--- config.mk ---
export PLATFORM = sky130hd
export DESIGN_NAME = nbit_logic_unit
export DESIGN_NICKNAME = d
export VERILOG_FILES = /design/src/rtl/nbit_logic_unit.sv
export SDC_FILE = /design/constraint.sdc
export NUM_CORES = 1
export LEC_CHECK = 0
export CAP_MARGIN = 20
export CORE_ASPECT_RATIO = 0.5
export CORE_UTILIZATION = 47
export DETAILED_ROUTE_END_ITERATION = 8
export GPL_TIMING_DRIVEN = 1
export PLACE_DENSITY_LB_ADDON = 0.08
export REMOVE_ABC_BUFFERS = 1
export SLEW_MARGIN = 20
export SYNTH_ARGS = -nofsm -noshare
export SYNTH_HDL_FRONTEND = slang
export SYNTH_SLANG_ARGS = --single-unit
--- constraint.sdc ---
create_clock -name clk -period 2.4 [get_ports clk]
set_input_delay 0.24 -clock clk [delete_from_list [all_inputs] [get_ports clk]]
set_output_delay 0.24 -clock clk [all_outputs]
set_load 0.01 [all_outputs]
--- src/rtl/nbit_logic_unit.sv ---
// WIDTH-bit bitwise logic unit with eight operations, optional accumulate mode and
// a 2-entry registered output buffer behind a valid/ready stream interface.
module nbit_logic_unit #(
  parameter int WIDTH = 4
) (
  input  logic             clk,
  input  logic             rst_n,
  input  logic             in_valid,
  output logic             in_ready,
  input  logic [WIDTH-1:0] a,
  input  logic [WIDTH-1:0] b,
  input  logic [2:0]       op,
  input  logic             acc_mode,
  input  logic             acc_clr,
  output logic             out_valid,
  input  logic             out_ready,
  output logic [WIDTH-1:0] x,
  output logic             zero,
  output logic             parity
);

  // Handshake: a beat transfers on a rising edge where valid && ready are both high;
  // valid never depends on ready, and in_ready depends only on the registered count.
  localparam int EW = WIDTH + 2;

  logic [1:0]       count;
  logic [EW-1:0]    slot0;
  logic [EW-1:0]    slot1;
  logic [WIDTH-1:0] acc;
  logic [WIDTH-1:0] lhs;
  logic [WIDTH-1:0] r;
  logic [EW-1:0]    new_entry;
  logic             push;
  logic             pop;

  assign in_ready  = (count != 2'd2);
  assign out_valid = (count != 2'd0);
  assign push      = in_valid && in_ready;
  assign pop       = out_valid && out_ready;
  assign {x, zero, parity} = slot0;

  // A clear on the same edge as an accumulate beat makes that beat see zero.
  always_comb begin
    lhs = a;
    if (acc_mode) lhs = acc_clr ? '0 : acc;
  end

  always_comb begin
    r = '0;
    case (op)
      3'd0: r = lhs & b;
      3'd1: r = lhs | b;
      3'd2: r = lhs ^ b;
      3'd3: r = ~(lhs & b);
      3'd4: r = ~(lhs | b);
      3'd5: r = ~(lhs ^ b);
      3'd6: r = ~lhs;
      default: r = lhs;
    endcase
  end

  assign new_entry = {r, (r == '0), ^r};

  always_ff @(posedge clk or negedge rst_n) begin
    if (!rst_n) begin
      acc <= '0;
    end else if (push && acc_mode) begin
      acc <= r;
    end else if (acc_clr) begin
      acc <= '0;
    end
  end

  // slot0 is the head; when empty it keeps the last popped entry.
  always_ff @(posedge clk or negedge rst_n) begin
    if (!rst_n) begin
      count <= 2'd0;
      slot0 <= {{WIDTH{1'b0}}, 1'b1, 1'b0};
      slot1 <= '0;
    end else begin
      case (count)
        2'd0: begin
          if (push) begin
            slot0 <= new_entry;
            count <= 2'd1;
          end
        end
        2'd1: begin
          if (push && pop) begin
            slot0 <= new_entry;
          end else if (push) begin
            slot1 <= new_entry;
            count <= 2'd2;
          end else if (pop) begin
            count <= 2'd0;
          end
        end
        default: begin
          if (pop) begin
            slot0 <= slot1;
            count <= 2'd1;
          end
        end
      endcase
    end
  end

endmodule

# Yosys cells after proc, flatten, opt, wreduce, memory -nomap -nowiden
# Index checks and enable logic that the tools add are counted.
[word_totals]
ff_bits = 18
input_bits = 17
wordCells = 51
[classes]
eq_ne = 12
muxes = 14
bitwise = 8
n_reduce_logical = 13
[op_table]
columns = ["op", "n"]
rows = [
  ["case mux 4 bit (7 select lines)", 1],
  ["2-to-1 mux 6 bit", 3],
  ["NOT 4 bit", 4],
  ["2-to-1 mux 4 bit", 3],
  ["case mux 6 bit (2 select lines)", 1],
  ["2-to-1 mux 2 bit", 5],
  ["== test 3 bit (second input constant)", 3],
  ["inequality test 2 bit (second input constant)", 4],
  ["== test 3 x 2 -> 1 bit (second input constant)", 2],
  ["AND reduction 3 bit", 2],
  ["AND 4 bit", 1],
  ["logical AND 1 bit", 4],
  ["logical NOT 4 bit", 1],
  ["OR 4 bit", 1],
  ["case mux 2 bit (2 select lines)", 1],
  ["AND reduction 4 bit", 1],
  ["XOR reduction 4 bit", 1],
  ["XOR 4 bit", 1],
  ["== test 3 x 1 -> 1 bit (second input constant)", 1],
  ["logical NOT 3 bit", 1],
  ["inequality test 3 bit (second input constant)", 1],
  ["nonzero test 3 bit", 1],
  ["== test 2 x 1 -> 1 bit (second input constant)", 1],
  ["logical NOT 2 bit", 1],
  ["2 further kinds", 2],
]

# Logic depth before layout (Yosys ltp)
# Gate-level depths: netlist (run 1).
[logic_depth]
word_depth = 8
mapped_depth = 13

# Least setup slack after synthesis (run 1)
# Ideal clock, no wire load.
[synth_timing]
path_kind = "reg2reg"
start = "register acc[1]"
end = "register slot0[0]"
arrival_ns = 2.548
required_ns = 2.255
path_slack_ns = -0.292
path_stages_with_launch = 14
synth_period_minus_slack_ns = 2.692
cell_sequence = "dfrtp_1 and3b_1 nor2_1 inv_1 ha_1 nand2b_1 a311oi_2 nor3_1 a221oi_2 ha_1 xnor2_1 nor2_1 a21oi_1 o21ai_0"
[synth_between]
elab_chain_cells = 8
elab_cells_between_ends = 14
classes_between = "mux: 6; bitwise: 7; reduce/logical: 1"
[synth_rtl]
columns = ["item", "line", "text"]
rows = [
  ["from (decl)", "29", "logic [WIDTH-1:0] acc;"],
  ["from (signal assigned)", "68", "acc <= r;"],
  ["2-to-1 mux 4 bit *", "--", ""],
  ["2-to-1 mux 4 bit *", "45", "if (acc_mode) lhs = acc_clr ? '0 : acc;"],
  ["XOR 4 bit, or another cell as far along", "53, 56", ""],
  ["NOT 4 bit (on tied branches)", "56, 54, 55", ""],
  ["case mux 4 bit (7 select lines) *", "50", "case (op)"],
  ["XOR reduction 4 bit *", "62", "assign new_entry = {r, (r == '0), ^r};"],
  ["2-to-1 mux 6 bit (on tied branches)", "89, 83", ""],
  ["case mux 6 bit (2 select lines) *", "81", "case (count)"],
  ["to (signal assigned)", "78", "slot0 <= {{WIDTH{1'b0}}, 1'b1, 1'b0};"],
  ["to (signal assigned)", "84", "slot0 <= new_entry;"],
  ["to (signal assigned)", "90", "slot0 <= new_entry;"],
  ["to (decl)", "27", "logic [EW-1:0] slot0;"],
]
# Mark *: on every way between the ends. The rest lies on a longest branch, timed or not. The select of a mux whose other input is x is not followed.
# A chain may end at the register's enable or synchronous reset.

# Final worst setup path (run 1)
# Ends and elaborated chain as after synthesis.

==> results of run 1 <==
worst min-delay path by stage:
stage               slack [ns]  depth (start not counted)       end      from
floorplan                -0.06                          0    acc[0]     rst_n
global placement          0.46                          2  slot1[5]  slot1[5]
detailed placement        0.47                          2  slot1[5]  slot1[5]
CTS                       0.47                          1  slot1[3]     rst_n
global route              0.50                          2  slot0[1]  slot0[1]
finish                    0.45                          1  slot1[2]     rst_n
repair_timing:
action	CTS	global route
resized for setup	25	24
pin swaps	18	9
buffers inserted	10	2
hold buffers	0	0
endpoints found under the setup margin	16	12
synth_stat cells (2+ instances only):
master	number
dfrtp_1	17
a21oi_1	16
nand2_1	15
nor2b_1	12
o21ai_1	10
inv_1	9
nor3_1	9
nand2b_1	8
nor2_1	7
ha_1	6
o21ai_0	6
o31ai_1	6
and3_1	5
clkbuf_1	4
a221oi_2	3
a311oi_2	3
and3b_1	3
mux2_2	2
final cells by class:
class | count | area [um2]
multi-input cells | 123 | 1022
fillers | 180 | 555.5
repair buffers | 59 | 509.2
flip-flops and latches | 18 | 451.7
well taps | 37 | 46.29
clock buffers | 4 | 45.04
inverters | 10 | 37.54
report_power, final:
group | switching, mW | internal [mW] | leakage [nW]
sequential | 0.0527 | 0.389 | 0.224
clock | 0.0969 | 0.118 | 0.0228
combinational | 0.262 | 0.321 | 0.690
total | 0.411 | 0.827 | 0.937
critical path: stages (launching register included):
cell and delay (ns):
dfrtp_1 0.38, and3b_2 0.24, nor2_4 0.12, inv_2 0.06, ha_4 0.21, nand2b_4 0.14
a311oi_4 0.34, o31ai_2 0.11, a221oi_2 0.31, ha_1 0.33, xnor2_2 0.15, nor2_1 0.06
a21oi_1 0.13, o21ai_1 0.07
logic make-up after synthesis:
kind of cell	synth area share
AND/OR/NAND/NOR	0.2431
AO/OA/AOI/OAI	0.2606
buffers and inverters	0.06653
flip-flops	0.3336
adder cells (fa/ha/maj)	0.05545
multiplexers	0.03419
XOR/XNOR	0.006471
sequential cells by signal, indices dropped and copies added (netlist names):
| register | cells |
|---|---|
| acc | 4 |
| slot0 | 6 |
| slot1 | 6 |
| count | 2 |
cell usage in the layout (no fill, tap or decap), types with 2 or more instances in the layout:
cell type | synthesis | final
buf_4 | 1 | 34
clkdlybuf4s50_1 | 0 | 22
dfrtp_1 | 17 | 17
nand2_1 | 15 | 15
a21oi_1 | 16 | 12
nor2b_1 | 12 | 9
o21ai_1 | 10 | 9
inv_1 | 9 | 7
nor3_2 | 0 | 6
nor2_1 | 7 | 5
and3_1 | 5 | 5
nand2b_4 | 0 | 4
nand2b_1 | 8 | 4
a21oi_2 | 0 | 4
o21ai_0 | 6 | 4
a311oi_4 | 0 | 3
o31ai_1 | 6 | 3
o31ai_2 | 0 | 3
nor3_1 | 9 | 3
a221oi_2 | 3 | 3
o21ai_2 | 0 | 3
ha_4 | 0 | 3
ha_1 | 6 | 3
clkbuf_8 | 0 | 3
and3b_2 | 0 | 2
nor2_4 | 0 | 2
inv_2 | 0 | 2
nor2b_2 | 0 | 2
mux2_2 | 2 | 2
metrics by stage:
stage	power (mW)	utilization	hold WS (ns)
detailed placement	0.9144	0.6787	0.4708
global route	1.315	0.7917	0.4991
finish	1.238	0.7917	0.4530
CTS	1.204	0.7683	0.4740
floorplan	0.6758	-	-0.05559
global placement	0.8991	0.6787	0.4605
layer usage:
layer / GRT usage / vias up / part of all wire
met4: 0.05093 / 0 / 0.0054
li1: - / 684 / -
met3: 0.01591 / 2 / 0.025
met5: 0 / - / 0
met1: 0.3131 / 647 / 0.48
met2: 0.4358 / 36 / 0.49
==> results by group, run 1 <==
STA
  – Max-slew violations: 0
  – Worst slew margin: 0.4694
  – RSZ-0062 raised after global routing: true
  – Final Hold Fails: 0
  – Fin crit share: 1.159
  – Setup TNS: -1.166 ns
  – Min Clock Period, post-route: approximately 2.8 ns
  – Endpoints failing setup: 7
  – Slew at the pin closest to its max-slew limit: slightly below 0.8 ns
  – Final WS setup: -0.3805 ns
  – Clock skew: 0.004610 ns
  – Achievable Freq: 359.6 MHz

CTS
  – Clock Path Buffers: 2
  – Clock transition at path regs: roughly 0.07 ns
  – CTS tree: yes
  – H-tree depth: 1
  – CTS Buf Count: 3
  – Latest clock arrival within the worst-skew pair: 0.25 ns
  – Clock root buffer: clkbuf_8
  – Clock sink count: 18

Yosys
  – Async S/R FF share, synth: 1.000
  – Netlist area before placement: around 1400 um2
  – Main synth FF type: dfrtp_1
  – Post-synthesis register bit count: 18
  – Post-synth cell types: 36
  – Sequential area share after synthesis: 0.3336
  – EDFF count, synth: 0
  – Syn avg cell area: around 8.5 um2
  – Synth Instances: between 150 and 200
  – Ys Warns: 0
  – Synth area leaders: dfrtp_1 (31%), a21oi_1 (5.9%), ha_1 (5.5%), nor2b_1 (5.5%), nand2_1 (4.2%)
  – Share of the synthesized area in the top cell type: 0.3142
  – Synth area leader: dfrtp_1

Floorplanning
  – Die area: 3112 um2
  – DIE HEIGHT: around 40 um
  – Ports: 25
  – Die Width: between 70 and 80 um
  – Initial cell density of the core: 0.5075
  – Core box area: 2668 um2
  – Row cnt: 13

Setup path
  – Crit path launch type: flip-flop
  – R2R cell count: 13
  – Worst Setup EP: slot0[0]
  – WP data arrival: just under 3 ns
  – R2R Path End: slot0[0]
  – Crit path required time: 2.52 ns
  – CP Max Fanout: 2
  – Worst r2r src: acc[1]
  – Setup crit start: acc[1]
  – CP Class: flip-flop to flip-flop
  – Crit. End Element: flip-flop
  – Worst reg-to-reg setup slack: -0.38 ns

Global route
  – First-pass GRT wire length: 5.575 mm
  – Antenna violations before repair: 0
  – Pin count of the biggest net entering global routing: 19
  – All-Layer GR Usage: 0.2335
  – Vias in the first global route: roughly 1200
  – Gr ovfl total: 0

Placement
  – GPL Wtd Cong: around 0.77
  – Placed Area: roughly 1800 um2
  – Inst Count DP: 240
  – Port Buf Inserts: 24
  – DP HPWL: ~2.4 mm
  – Dpl ws: -0.9517 ns

Finish
  – Final #Nets: around 240
  – Fin area: roughly 2100 um2
  – Fraction of layout cells with a size suffix above 1: 0.3972
  – Final std cells w/o fill: around 250
  – Antenna Cells: 0
  – Area growth syn-to-layout: 56.01%

Routing
  – Vias per cell: approximately 5.5
  – Wire per inst: 14.11 um
  – Drt initial violations: between 50 and 60
  – Detailed-route via count: between 1000 and 1500
  – DRC Markers: 0
  – Final wirelength: 3.542 mm
  – Antenna Nets Post-Route: 0
  – First-pass DRT Iterations: 4

Hold path
  – HP Class: input port to asynchronous set/reset pin

Outcome
  – Failing checks: setup timing
  – Status: finished with violations

Pwr
  – PD cells: about 600 nW/um2
  – Lkg Pwr: around 0.94 nW
  – Worst IR drop on VDD: around 0.00048 V

Job
  – Max Cap Violations: 0
(Power assumes the default switching activity.)
==> run 2, diff against run 1 <==
--- a/config.mk
+++ b/config.mk
@@ -6,7 +6,7 @@
 export NUM_CORES = 1
 export LEC_CHECK = 0
 export CAP_MARGIN = 20
-export CORE_ASPECT_RATIO = 0.5
+export CORE_ASPECT_RATIO = 1.25
 export CORE_UTILIZATION = 47
 export DETAILED_ROUTE_END_ITERATION = 8
 export GPL_TIMING_DRIVEN = 1
==> results by group, run 2 (synthesized netlist as in run 1, its figures left out) <==
Routing
  – Wire per inst: 15.49 um (+9.7%)
  – Final wirelength: 3.918 mm (+11%)
  – DRC Markers: 0 (unchanged)
  – First-pass DRT Iterations: 4 (unchanged)
  – Detailed-route via count: 1455 (+6.3%)
  – Antenna Nets Post-Route: 0 (unchanged)
  – Vias per cell: 5.751 (+5.4%)
  – Drt initial violations: 59 (+5.4%)

Setup path
  – CP Max Fanout: 2 (unchanged)
  – WP data arrival: 2.93 ns (+0.03 ns)
  – Crit path required time: 2.60 ns (+0.08 ns)
  – Crit path launch type: input port
  – CP Class: input port to flip-flop
  – Crit. End Element: flip-flop
  – Worst reg-to-reg setup slack: -0.32 ns (+0.06 ns)

STA
  – Final WS setup: -0.3290 ns (+0.05156 ns)
  – Min Clock Period, post-route: 2.729 ns (-0.05156 ns)
  – RSZ-0062 raised after global routing: true
  – Fin crit share: 1.137 (-0.02148)
  – Achievable Freq: 366.4 MHz (+1.9%)
  – Endpoints failing setup: 3 (-4)
  – Max-slew violations: 0 (unchanged)
  – Slew at the pin closest to its max-slew limit: 0.8035 ns (+0.01015 ns)
  – Final Hold Fails: 0 (unchanged)
  – Clock skew: 0.002033 ns (-0.002576 ns)
  – Worst slew margin: 0.4626 (-0.006790)

CTS
  – Clock root buffer: clkbuf_4
  – H-tree depth: 1 (unchanged)
  – Clock transition at path regs: 0.10 ns (+0.03 ns)
  – CTS tree: yes
  – Latest clock arrival within the worst-skew pair: 0.30 ns (+0.05 ns)
  – Clock Path Buffers: 2 (unchanged)
  – CTS Buf Count: 3 (unchanged)
  – Clock sink count: 18 (unchanged)

Finish
  – Largest registers: slot0 x6, slot1 x6, acc x4
  – Area growth syn-to-layout: 56.01% (unchanged)
  – Fillers: 180 (unchanged)
  – Fraction of layout cells with a size suffix above 1: 0.3881 (-0.009068)
  – Antenna Cells: 0 (unchanged)
  – Final #Nets: 243 (+2.1%)
  – Commonest non-fill, non-tap cell in the layout: buf_4
  – Final std cells w/o fill: 253 (+0.80%)
  – Most frequent cells in the layout: buf_4 (39), clkdlybuf4s50_1 (22), dfrtp_1 (17)

Floorplanning
  – Initial cell density of the core: 0.5002 (-0.007274)
  – DIE HEIGHT: 62.01 um (+55%)
  – Die Width: 50.01 um (-36%)
  – Die area: 3101 um2 (-0.37%)
  – Row cnt: 21 (+8)
  – Core box area: 2706 um2 (+1.5%)
  – Ports: 25 (unchanged)

Placement
  – Port Buf Inserts: 24 (unchanged)
  – DP HPWL: 2.670 mm (+11%)
  – GPL Wtd Cong: 0.8614 (+12%)
  – Inst Count DP: 237 (-1.3%)

Hold path
  – HP Class: input port to asynchronous set/reset pin

Pwr
  – Lkg Pwr: 0.9461 nW (+1.0%)
  – Power, Total: 1.208 mW (-2.5%)
  – PD cells: 571.8 nW/um2 (-2.5%)
  – Worst IR drop on VDD: 0.0003348 V (-30%)

Outcome
  – Failing checks: setup timing
  – Status: finished with violations

Global route
  – Vias in the first global route: 1428 (+18%)
  – First-pass GRT wire length: 6.030 mm (+8.2%)
  – All-Layer GR Usage: 0.2614 (+0.02793)
  – Gr ovfl total: 0 (unchanged)
  – Antenna violations before repair: 0 (unchanged)
  – Pin count of the biggest net entering global routing: 19 (unchanged)

Job
  – Max Cap Violations: 0 (unchanged)
==> run 2: changes by cell type in the layout (fill, tap and decap cells not counted), moves of 2 or more <==
cell and delta:
nor2b_1 +2, clkbuf_8 -2, nor3_2 -3, buf_4 +5, a21oi_2 -3, a21oi_1 +2
nor3_1 +2, clkbuf_4 +3
==> run 2: timing repair <==
action                                  4_1_cts  5_1_grt
hold buffers                                  0        0
buffers inserted                             19        2
resized for setup                            29        9
pin swaps                                    18        5
endpoints found under the hold margin         0        0
endpoints found under the setup margin       13       10
==> run 2: stage by stage <==
step	worst slack, ns	utilization	area (um2)	TNS (ns)	hold slack, ns
after floorplan	-0.2954	-	1301	-0.4833	-0.05559
after global placement	-0.8062	0.6676	1807	-5.668	0.4604
after detailed placement	-0.9492	0.6676	1807	-7.657	0.4741
after CTS	-0.2280	0.7712	2087	-0.3865	0.4164
after global routing	-0.4623	0.7804	2112	-1.196	0.4352
final	-0.3290	0.7804	2112	-0.7392	0.3944
==> run 2: cell type report <==
cell class,instances,area (um2),area share
clock buffers,4,36.28,0.01718
inverters,10,37.54,0.01777
multi-input cells,123,993.5,0.4704
flip-flops and latches,18,451.7,0.2139
well taps,34,42.54,0.02014
repair buffers,64,550.5,0.2607
==> run 2: layer usage <==
layer | vias to the layer above | track usage | routed length, um
met3 | 13 | 0.03650 | 136
li1 | 694 | - | -
met2 | 49 | 0.4990 | 2192
met4 | 0 | 0.1796 | 103
met5 | - | 0 | 0
met1 | 699 | 0.2666 | 1486
==> run 2: power breakdown <==
group | switching [mW] | leakage, nW | internal (mW)
Sequential | 0.0535 | 0.224 | 0.388
Clock | 0.0973 | 0.0210 | 0.0927
Combinational | 0.266 | 0.701 | 0.310
==> run 2: path summary, 6_finish.rpt <==
kind | endpoint | cells after the start | from
min in group clk | acc[3] | 3 | acc_clr
setup reg to reg | slot0[0] | 13 | acc[0]
hold / removal | count[1] | 1 | rst_n
max in group asynchronous | acc[3] | 1 | rst_n
setup / recovery | slot0[0] | 14 | a[0]
hold reg to reg | slot1[4] | 2 | slot1[4]
==> run 2: worst max-delay path, cell delays in order <==
cell and delay, ns:
clkdlybuf4s50_1 0.45, nor2b_1 0.29, nor2_4 0.08, inv_2 0.08
ha_4 0.19, nand2b_4 0.14, a311oi_4 0.25, o31ai_2 0.13
a221oi_2 0.33, ha_1 0.31, xnor2_2 0.15, nor2_1 0.07
a21oi_1 0.15, o21ai_1 0.07
==> run 3, diff against run 2 <==
--- a/config.mk
+++ b/config.mk
@@ -12,7 +12,6 @@
 export GPL_TIMING_DRIVEN = 1
 export PLACE_DENSITY_LB_ADDON = 0.08
 export REMOVE_ABC_BUFFERS = 1
-export SLEW_MARGIN = 20
 export SYNTH_ARGS = -nofsm -noshare
 export SYNTH_HDL_FRONTEND = slang
 export SYNTH_SLANG_ARGS = --single-unit
==> results of run 3 <==
Final layout, timing and power as in run 2 (identical DEF).
